### src/rtl/rgb_pwm_blinker.sv
// ---------------------------------------------------------------------------
// rgb_pwm_blinker
//
// Per-channel PWM driver for the on-board RGB LED. It sits between the top
// level and the LED driver pins. It has four runtime modes:
//   0 OFF      all channels dark
//   1 BLINK    binary blink taken straight from the high bits of step_cnt
//   2 BREATHE  all three channels follow one triangle brightness ramp
//   3 RAINBOW  three triangle ramps, each shifted by one third of the cycle
//
// Timebase:
//   - pwm_cnt runs freely. One PWM period is 2^PWM_W clocks.
//   - presc_cnt counts PWM periods, 0..PRESC_DIV-1.
//   - step_cnt advances once every PRESC_DIV periods and sets brightness.
//
// The selected mode is captured only at a PWM period boundary. A mode change
// therefore never produces a partial period.
//
// Optional feature (macro RGB_PWM_GAMMA_EN):
//   - BREATHE and RAINBOW levels pass through a square-law gamma curve.
//   - One extra pipeline stage is added, so pin latency becomes 2 clocks for
//     every mode.
//   - With the macro undefined, levels are linear and pin latency is 1 clock.
// ---------------------------------------------------------------------------
module rgb_pwm_blinker #(
    parameter int PWM_W     = 8,
    parameter int PRESC_DIV = 1024
) (
    input  logic       clk,
    input  logic       reset,
    input  logic [1:0] mode,
    output logic       led_red,
    output logic       led_green,
    output logic       led_blue,
    output logic       step_tick
);

    // ------------------------------------------------------------------
    // Constants
    // ------------------------------------------------------------------
    localparam logic [1:0] MODE_OFF     = 2'd0;
    localparam logic [1:0] MODE_BLINK   = 2'd1;
    localparam logic [1:0] MODE_BREATHE = 2'd2;
    localparam logic [1:0] MODE_RAINBOW = 2'd3;

    // A divider of 1 still needs a one-bit counter, which stays parked at 0.
    localparam int PRESC_W = (PRESC_DIV > 1) ? $clog2(PRESC_DIV) : 1;

    localparam logic [PWM_W-1:0]   PWM_MAX    = {PWM_W{1'b1}};
    localparam logic [PWM_W-1:0]   PWM_ONE    = PWM_W'(1);
    localparam logic [PRESC_W-1:0] PRESC_LAST = PRESC_W'(PRESC_DIV - 1);
    localparam logic [PRESC_W-1:0] PRESC_ONE  = PRESC_W'(1);
    localparam logic [PWM_W:0]     STEP_ONE   = (PWM_W + 1)'(1);

    // Rainbow phase offsets: one third and two thirds of the step cycle.
    // The adders below wrap modulo 2^(PWM_W+1) by construction.
    localparam logic [PWM_W:0] OFS1 = (PWM_W + 1)'((2 ** (PWM_W + 1)) / 3);
    localparam logic [PWM_W:0] OFS2 = (PWM_W + 1)'(2 * ((2 ** (PWM_W + 1)) / 3));

    // ------------------------------------------------------------------
    // Helper functions
    // ------------------------------------------------------------------

    // Fold a (PWM_W+1)-bit ramp into a triangle 0 .. 2^PWM_W-1 .. 0.
    function automatic logic [PWM_W-1:0] tri_f(input logic [PWM_W:0] x);
        logic [PWM_W-1:0] r;
        if (x[PWM_W]) begin
            r = ~x[PWM_W-1:0];
        end else begin
            r = x[PWM_W-1:0];
        end
        return r;
    endfunction

    // PWM comparator: the channel is on while the level exceeds the counter.
    // A level of 0 is therefore always off.
    function automatic logic pwm_on_f(input logic [PWM_W-1:0] level,
                                      input logic [PWM_W-1:0] cnt);
        return (level > cnt);
    endfunction

`ifdef RGB_PWM_GAMMA_EN
    // Square-law gamma: (x*x) >> PWM_W, computed at full double width.
    function automatic logic [PWM_W-1:0] gamma_f(input logic [PWM_W-1:0] x);
        logic [2*PWM_W-1:0] sq;
        sq = {{PWM_W{1'b0}}, x} * {{PWM_W{1'b0}}, x};
        return PWM_W'(sq >> PWM_W);
    endfunction
`endif

    // ------------------------------------------------------------------
    // State
    // ------------------------------------------------------------------
    logic [PWM_W-1:0]   pwm_cnt_q,   pwm_cnt_d;
    logic [PRESC_W-1:0] presc_cnt_q, presc_cnt_d;
    logic [PWM_W:0]     step_cnt_q,  step_cnt_d;
    logic [1:0]         mode_q,      mode_d;
    logic               step_tick_q, step_tick_d;
    logic               led_red_q,   led_red_d;
    logic               led_green_q, led_green_d;
    logic               led_blue_q,  led_blue_d;

    logic               per_end_s;
    logic               step_adv_s;

    // Per-channel level and blink-bypass selection, before the pin stage.
    logic [PWM_W-1:0]   lvl_red_s, lvl_green_s, lvl_blue_s;
    logic               bypass_s;
    logic [2:0]         blink_s;
    logic [PWM_W:0]     step_ofs1_s, step_ofs2_s;

`ifdef RGB_PWM_GAMMA_EN
    // Extra stage: gamma-corrected levels plus aligned counter and blink.
    logic [PWM_W-1:0]   lvl_red_q,   lvl_red_d;
    logic [PWM_W-1:0]   lvl_green_q, lvl_green_d;
    logic [PWM_W-1:0]   lvl_blue_q,  lvl_blue_d;
    logic [PWM_W-1:0]   pwm_dly_q,   pwm_dly_d;
    logic               bypass_q,    bypass_d;
    logic [2:0]         blink_q,     blink_d;
`endif

    // Timebase next-state: PWM counter, prescaler, step counter, mode capture.
    always_comb begin
        pwm_cnt_d   = pwm_cnt_q + PWM_ONE;
        presc_cnt_d = presc_cnt_q;
        step_cnt_d  = step_cnt_q;
        mode_d      = mode_q;

        per_end_s  = (pwm_cnt_q == PWM_MAX);
        step_adv_s = per_end_s && (presc_cnt_q == PRESC_LAST);

        if (per_end_s) begin
            mode_d = mode;
            if (presc_cnt_q == PRESC_LAST) begin
                presc_cnt_d = {PRESC_W{1'b0}};
            end else begin
                presc_cnt_d = presc_cnt_q + PRESC_ONE;
            end
        end else begin
            mode_d      = mode_q;
            presc_cnt_d = presc_cnt_q;
        end

        if (step_adv_s) begin
            step_cnt_d = step_cnt_q + STEP_ONE;
        end else begin
            step_cnt_d = step_cnt_q;
        end

        step_tick_d = step_adv_s;
    end

    // Brightness level for each channel according to the captured mode.
    always_comb begin
        lvl_red_s   = {PWM_W{1'b0}};
        lvl_green_s = {PWM_W{1'b0}};
        lvl_blue_s  = {PWM_W{1'b0}};
        bypass_s    = 1'b0;
        blink_s     = 3'b000;
        step_ofs1_s = step_cnt_q + OFS1;
        step_ofs2_s = step_cnt_q + OFS2;

        case (mode_q)
            MODE_OFF: begin
                bypass_s = 1'b0;
            end
            MODE_BLINK: begin
                // BLINK bypasses the PWM and drives the pins from step bits.
                bypass_s = 1'b1;
                blink_s  = {step_cnt_q[PWM_W], step_cnt_q[PWM_W-1],
                            step_cnt_q[PWM_W-2]};
            end
            MODE_BREATHE: begin
                lvl_red_s   = tri_f(step_cnt_q);
                lvl_green_s = tri_f(step_cnt_q);
                lvl_blue_s  = tri_f(step_cnt_q);
            end
            MODE_RAINBOW: begin
                lvl_red_s   = tri_f(step_cnt_q);
                lvl_green_s = tri_f(step_ofs1_s);
                lvl_blue_s  = tri_f(step_ofs2_s);
            end
            default: begin
                bypass_s = 1'b0;
            end
        endcase
    end

`ifdef RGB_PWM_GAMMA_EN
    // Gamma stage inputs: curve the levels and keep pwm_cnt aligned with them.
    always_comb begin
        lvl_red_d   = gamma_f(lvl_red_s);
        lvl_green_d = gamma_f(lvl_green_s);
        lvl_blue_d  = gamma_f(lvl_blue_s);
        pwm_dly_d   = pwm_cnt_q;
        bypass_d    = bypass_s;
        blink_d     = blink_s;
    end

    // Pin stage (gamma build): compare the delayed level against the delayed counter.
    always_comb begin
        led_red_d   = 1'b0;
        led_green_d = 1'b0;
        led_blue_d  = 1'b0;
        if (bypass_q) begin
            led_red_d   = blink_q[2];
            led_green_d = blink_q[1];
            led_blue_d  = blink_q[0];
        end else begin
            led_red_d   = pwm_on_f(lvl_red_q,   pwm_dly_q);
            led_green_d = pwm_on_f(lvl_green_q, pwm_dly_q);
            led_blue_d  = pwm_on_f(lvl_blue_q,  pwm_dly_q);
        end
    end

    // Gamma pipeline registers; synchronous reset clears them with the rest.
    always_ff @(posedge clk) begin
        if (reset) begin
            lvl_red_q   <= {PWM_W{1'b0}};
            lvl_green_q <= {PWM_W{1'b0}};
            lvl_blue_q  <= {PWM_W{1'b0}};
            pwm_dly_q   <= {PWM_W{1'b0}};
            bypass_q    <= 1'b0;
            blink_q     <= 3'b000;
        end else begin
            lvl_red_q   <= lvl_red_d;
            lvl_green_q <= lvl_green_d;
            lvl_blue_q  <= lvl_blue_d;
            pwm_dly_q   <= pwm_dly_d;
            bypass_q    <= bypass_d;
            blink_q     <= blink_d;
        end
    end
`else
    // Pin stage (linear build): compare the level against the live counter.
    always_comb begin
        led_red_d   = 1'b0;
        led_green_d = 1'b0;
        led_blue_d  = 1'b0;
        if (bypass_s) begin
            led_red_d   = blink_s[2];
            led_green_d = blink_s[1];
            led_blue_d  = blink_s[0];
        end else begin
            led_red_d   = pwm_on_f(lvl_red_s,   pwm_cnt_q);
            led_green_d = pwm_on_f(lvl_green_s, pwm_cnt_q);
            led_blue_d  = pwm_on_f(lvl_blue_s,  pwm_cnt_q);
        end
    end
`endif

    // Counters, mode capture and registered outputs; reset wins over everything.
    always_ff @(posedge clk) begin
        if (reset) begin
            pwm_cnt_q   <= {PWM_W{1'b0}};
            presc_cnt_q <= {PRESC_W{1'b0}};
            step_cnt_q  <= {(PWM_W + 1){1'b0}};
            mode_q      <= MODE_OFF;
            step_tick_q <= 1'b0;
            led_red_q   <= 1'b0;
            led_green_q <= 1'b0;
            led_blue_q  <= 1'b0;
        end else begin
            pwm_cnt_q   <= pwm_cnt_d;
            presc_cnt_q <= presc_cnt_d;
            step_cnt_q  <= step_cnt_d;
            mode_q      <= mode_d;
            step_tick_q <= step_tick_d;
            led_red_q   <= led_red_d;
            led_green_q <= led_green_d;
            led_blue_q  <= led_blue_d;
        end
    end

    assign led_red   = led_red_q;
    assign led_green = led_green_q;
    assign led_blue  = led_blue_q;
    assign step_tick = step_tick_q;

endmodule

### config.mk
export PLATFORM = sky130hd
export DESIGN_NAME = rgb_pwm_blinker
export DESIGN_NICKNAME = d
export VERILOG_FILES = /design/src/rtl/rgb_pwm_blinker.sv
export SDC_FILE = /design/constraint.sdc
export NUM_CORES = 1
export LEC_CHECK = 0
export ABC_AREA = 1
export CORE_MARGIN = 2
export CORE_UTILIZATION = 34
export CTS_BUF_LIST = sky130_fd_sc_hd__clkbuf_8
export CTS_CLUSTER_SIZE = 12
export DETAILED_ROUTE_END_ITERATION = 12
export PLACE_DENSITY = 0.6
export SLEW_MARGIN = 20
export SYNTH_ARGS = -nofsm -noshare
export SYNTH_HDL_FRONTEND = slang
export SYNTH_SLANG_ARGS = --single-unit
### constraint.sdc
create_clock -name clk -period 3.9 [get_ports clk]
set_clock_uncertainty 0.2 [all_clocks]
set_input_delay 0.39 -clock clk [delete_from_list [all_inputs] [get_ports clk]]
set_output_delay 0.39 -clock clk [all_outputs]
set_load 0.02 [all_outputs]
After elaboration in Yosys (flattened, before gate mapping)
Cells that the tools add are included.
- bits in registers: 33
- output and inout port bits: 4
- bits of input ports: 4
- mux-type cells: 12
- equal/unequal tests: 5
- order comparisons: 3
- reductions and logical operators: 2
- bitwise operators: 3
- add/sub/neg operators: 5
- operator list (cell ; count):
    $mux W8 ; 4
    $pmux W8 S2 ; 2
    $gt A8 B8 Y1 ; 3
    $not A8 Y8 ; 3
    $add A10 B1 Y10 const B ; 1
    $eq A10 B10 Y1 const B ; 1
    $mux W10 ; 1
    $add A9 B1 Y9 const B ; 1
    $add A9 B8 Y9 const B ; 1
    $add A9 B9 Y9 const B ; 1
    $add A8 B1 Y8 const B ; 1
    $eq A8 B8 Y1 const B ; 1
    $eq A2 B2 Y1 const B ; 2
    $mux W1 ; 4
    $mux W3 ; 1
    $eq A2 B1 Y1 const B ; 1
    $reduce_or A2 Y1 ; 1
    $logic_and A1 B1 Y1 ; 1

Depth between registers and ports, before layout
- depth in word-level cells: 6
- gate-level depth with buffers: 21
- depth with buffers taken out: 20

Worst setup path after synthesis
OpenSTA, ideal clock, no wires.
- path type: register to register
- from: register step_cnt_q[3]
- to: register led_green_q (netlist: led_green)
- data arrival time: 1.997 ns
- data required time: 3.568 ns
- path slack: 1.571 ns
- library setup time: 0.132 ns
- path buffers: 1
- clock period less this slack: 2.329 ns
- cell stages (with the launch flop): 22
- cell sequence: dfxtp_1 > buf_4 > inv_2 > ha_1 > nand2_1 > nand2_1 > nand3_1 > nand2_1 > nand2_1 > nand2_2 > nand2_1 > nand3_1 > nand2_1 > ha_1 > nand2_1 > inv_1 > nand2_1 > nand2_1 > nand2_1 > nand2_1 > nand2_1 > a21oi_1
- cells in the longest elaborated chain, start to end: 6
- elaborated cells on any way between the ends: 8
- ends and longest elaborated chain (what ; RTL line ; text):
    from (decl) ; 96 ; logic [PWM_W:0] step_cnt_q, step_cnt_d;
    from (signal assigned) ; 257 ; step_cnt_q <= {(PWM_W + 1){1'b0}};
    from (signal assigned) ; 266 ; step_cnt_q <= step_cnt_d;
    $add A9 B8 Y9 ; 160 ; step_ofs1_s = step_cnt_q + OFS1;
    $not A8 Y8 ; 68 ; r = ~x[PWM_W-1:0];
    $mux W8 ; 67 ; if (x[PWM_W]) begin
    $pmux W8 S2 * ; 163 ; case (mode_q)
    $gt A8 B8 Y1 * ; 79 ; return (level > cnt);
    $mux W1 * ; 240 ; if (bypass_s) begin
    to (signal assigned) ; 270 ; led_green_q <= led_green_d;
    to (decl) ; 100 ; logic led_green_q, led_green_d;
Mark *: on every way between the ends. The rest lies on a longest branch, timed or not.
A chain may end at the register's enable or synchronous reset.

Worst setup path in the final report
- from: register step_cnt_q[3]
- to: register led_blue_q (netlist: led_blue)
- cells in the longest elaborated chain, start to end: 6
- elaborated cells on any way between the ends: 8
- ends and longest elaborated chain (what ; RTL line ; text):
    $add A9 B9 Y9 ; 161 ; step_ofs2_s = step_cnt_q + OFS2;
    $not A8 Y8 ; 68 ;
    $mux W8 ; 67 ;
    $pmux W8 S2 * ; 163 ;
    $gt A8 B8 Y1 * ; 79 ;
    $mux W1 * ; 240 ;
    to (signal assigned) ; 271 ; led_blue_q <= led_blue_d;
    to (decl) ; 101 ; logic led_blue_q, led_blue_d;
Marks and branches as above.

==> results.toml <==
[yosys]
synth_warnings = 0
postSynthAreaPerCell_um2 = 6.14
synth_top_area_share_pct = 23.2
postSynth.asyncResetShare_pct = 0
ys_seq_elements = 33
postSynth.topFlopCell = "dfxtp_1"
syn-num-nets = 497
netlist_top_cells_count = "nand2_1, inv_1, nor2_1, a21oi_1, dfxtp_1"
yosys-top-cells-area = "dfxtp_1, nand2_1, ha_1, a21oi_1, inv_1"
netlist.top_cell.by_area = "dfxtp_1"
post-synth-top-count-cell = "nand2_1"
yosysUniqueCellTypes = 32
syn-instance-count = 463
synth-edff-count = 0
part_of_the_yosys_area_used_for_sequential_elements_pct = 23.2
synthesis.area_um2 = 2840

[clocking]
numClockSinks = 33
clock_tree.root_cell = "clkbuf_8"
cts_tree = "yes"
postCtsHoldBufs = 0
post_cts_resized = 0
clockBufferDepth = 2
htree_num_levels = 2
postCtsSetupBuffers = 0
later_pin_clock_latency_in_the_skew_report_ns = 0.29
clk_pin_slew_ns = 0.08
cts_inserted_buffers = 5

[sta]
report.final.setup_viol = 0
tightest_slew_ns = 0.898
setup_repair_after_global_routing_missed_its_margin = "false"
totalNegativeSetupSlack_ns = 0
hold_viol = 0
layout_min_cycle_time_ns = 2.86
period_share_pct = 73.4
finalMaxSlewViolations = 0
top_achievable_clock_speed_mhz = 350
worst_slew_margin_rel_pct = 40.0

[setup_path]
critical_path.startpoint_type = "flop"
crit_fanout = 11
launch_instance_of_the_worst_register_to_register_path = "step_cnt_q[3]"
critPathCaptureType = "flop"
reg2reg_slack_ns = 1.04
worstReg2RegEnd = "led_blue"
cp_data_required_time_ns = 3.84
critical_path_class = "flop to flop"
worstRegToRegCells = 17
cp_data_arrival_time_ns = 2.80

[final_layout]
design.final.nets = 499
stdcell_area_um2 = 3090
area_delta_synth_final_pct = 8.76
fillerInstances = 891
final_layout_size_suffix_gt1_share_pct = 5.36
antenna_cells = 0

[detailed_routing]
ant_nets = 0
vias = 2746
drc = 0
viasPerCell = 4.81
first_pass_iters = 4
drt-wirelength-per-cell_um = 11.8
drtIter0Drc = 107
finalWirelength_um = 6760

[floorplan]
die_area_um2 = 9100
starting_utilization_of_the_core_area_pct = 34.8
rows = 33
top_level_ports = 8
die-height_um = 95.4
placeable_core_region_um2 = 8180
die-width_um = 95.4

[global_route]
grt_util_met2_pct = 26.3
antenna_violations_before_repair = 0
grtUsageMet1_pct = 21.8
maximum_number_of_pins_on_one_net_before_global_route_repair = 20
globalRouteOverflowTotal = 0
grt.busiest_layer = "met2"
track_usage_pct = 15.9
vias_in_the_first_global_route = 2443
global_route.usage.met3_pct = 2.13
grt_first_pass_wirelength_um = 11400

[power]
power-per-cell-area_nw_per_um2 = 239
vdd_ir_drop_max_uv = 173
leakage_uw = 0.00156
p_total_uw = 738

[hold_path]
worst_hold_path.endpoint = "presc_cnt_q[9]"
worst_hold_path.num_cells = 2
worstHoldStart = "presc_cnt_q[9]"
worstHoldPathType = "flop to flop"

[flow_run]
max-cap-violations = 0

[run_status]
run_status = "finished, final reports clean"

[placed_design]
port-buffer-count = 7
post_dp_cell_area_um2 = 2980
dp.final_hpwl_um = 5380
gpl.final_weighted_congestion = 0.920
-- how the worst max path moves through the flow --
stage / slack (ns) / startpoint / endpoint / cells after the start
floorplan: 1.57 / step_cnt_q[3] / led_green / 21
global placement: 1.04 / step_cnt_q[3] / led_blue / 16
detailed placement: 1.06 / step_cnt_q[3] / led_blue / 17
CTS: 1.05 / step_cnt_q[3] / led_blue / 17
global route: 0.79 / step_cnt_q[3] / led_blue / 17
finish: 1.04 / step_cnt_q[3] / led_blue / 17
-- cell families (layout without fill, tap and decap cells) --
kind of cell / count (synthesis) / after routing / share of synthesized area (%)
AND/OR/NAND/NOR: 254 / 254 / 38.3
buffers and inverters: 71 / 74 / 10.3
AO/OA/AOI/OAI: 66 / 66 / 12.2
flip-flops: 33 / 33 / 23.2
adder cells (fa/ha/maj): 30 / 30 / 13.2
XOR/XNOR: 9 / 9 / 2.77
-- sequential cells by signal (all words and copies together), names as in the netlist --
register     count
step_cnt_q       9
led_blue         1
presc_cnt_q     10
led_green        1
mode_q           2
pwm_cnt_q        8
step_tick        1
led_red          1
-- critical path, stage by stage (launching register included) --
cell and delay, ns:
dfxtp_1 0.52, ha_1 0.27, inv_1 0.05, nand2_1 0.10, nand2_1 0.06, nand2_1 0.10
nand2_1 0.15, nand2_1 0.17, nand2_1 0.13, nand2_1 0.09, nand3_1 0.08, nand2_1 0.08
ha_1 0.24, a21oi_1 0.17, o21a_1 0.14, nand2_1 0.05, nand2_1 0.06, a21oi_1 0.06
-- per-layer routing --
layer / vias to the layer above / wire (µm)
li1: 1469 / -
met1: 1219 / 3310
met2: 49 / 3080
met3: 9 / 271
met4: 0 / 102
met5: - / 0
-- stage by stage --
step           hold WS [ns]  worst slack (ns)  util, %  instances
6_report              0.279              1.04     37.8        571
5_1_grt               0.323             0.785     37.8        571
4_1_cts               0.288              1.05     37.8        571
3_5_place_dp          0.277              1.06     36.4        563
3_3_place_gp          0.267              1.04     36.4        563
2_1_floorplan         0.246              1.57        -        463
-- power breakdown --
group	switching [µW]	internal (µW)	leakage, µW
Combinational	35.2	24.9	0.00124
Sequential	5.83	343	0.000267
Clock	138	191	0.0000543
-- cell type report --
| class | instances | area, µm² | share of cell area [%] |
|---|---|---|---|
| Multi-Input combinational cell | 359 | 1890 | 61.1 |
| Sequential cell | 33 | 661 | 21.4 |
| Inverter | 59 | 224 | 7.25 |
| Tap cell | 105 | 131 | 4.25 |
| Timing Repair Buffer | 7 | 70.1 | 2.27 |
| Clock buffer | 5 | 68.8 | 2.23 |
| Clock inverter | 3 | 46.3 | 1.50 |
-- cell usage in the layout (no fill, tap or decap), types with 5 or more instances in the layout --
cell type,instances
nand3_1,28
o21ai_0,18
dfxtp_1,33
nand2_1,152
nor3_1,5
xor2_1,7
ha_1,30
clkbuf_8,5
clkdlybuf4s50_1,7
inv_2,5
nor2_1,51
inv_1,51
a21oi_1,39
(Power assumes the default switching activity.)
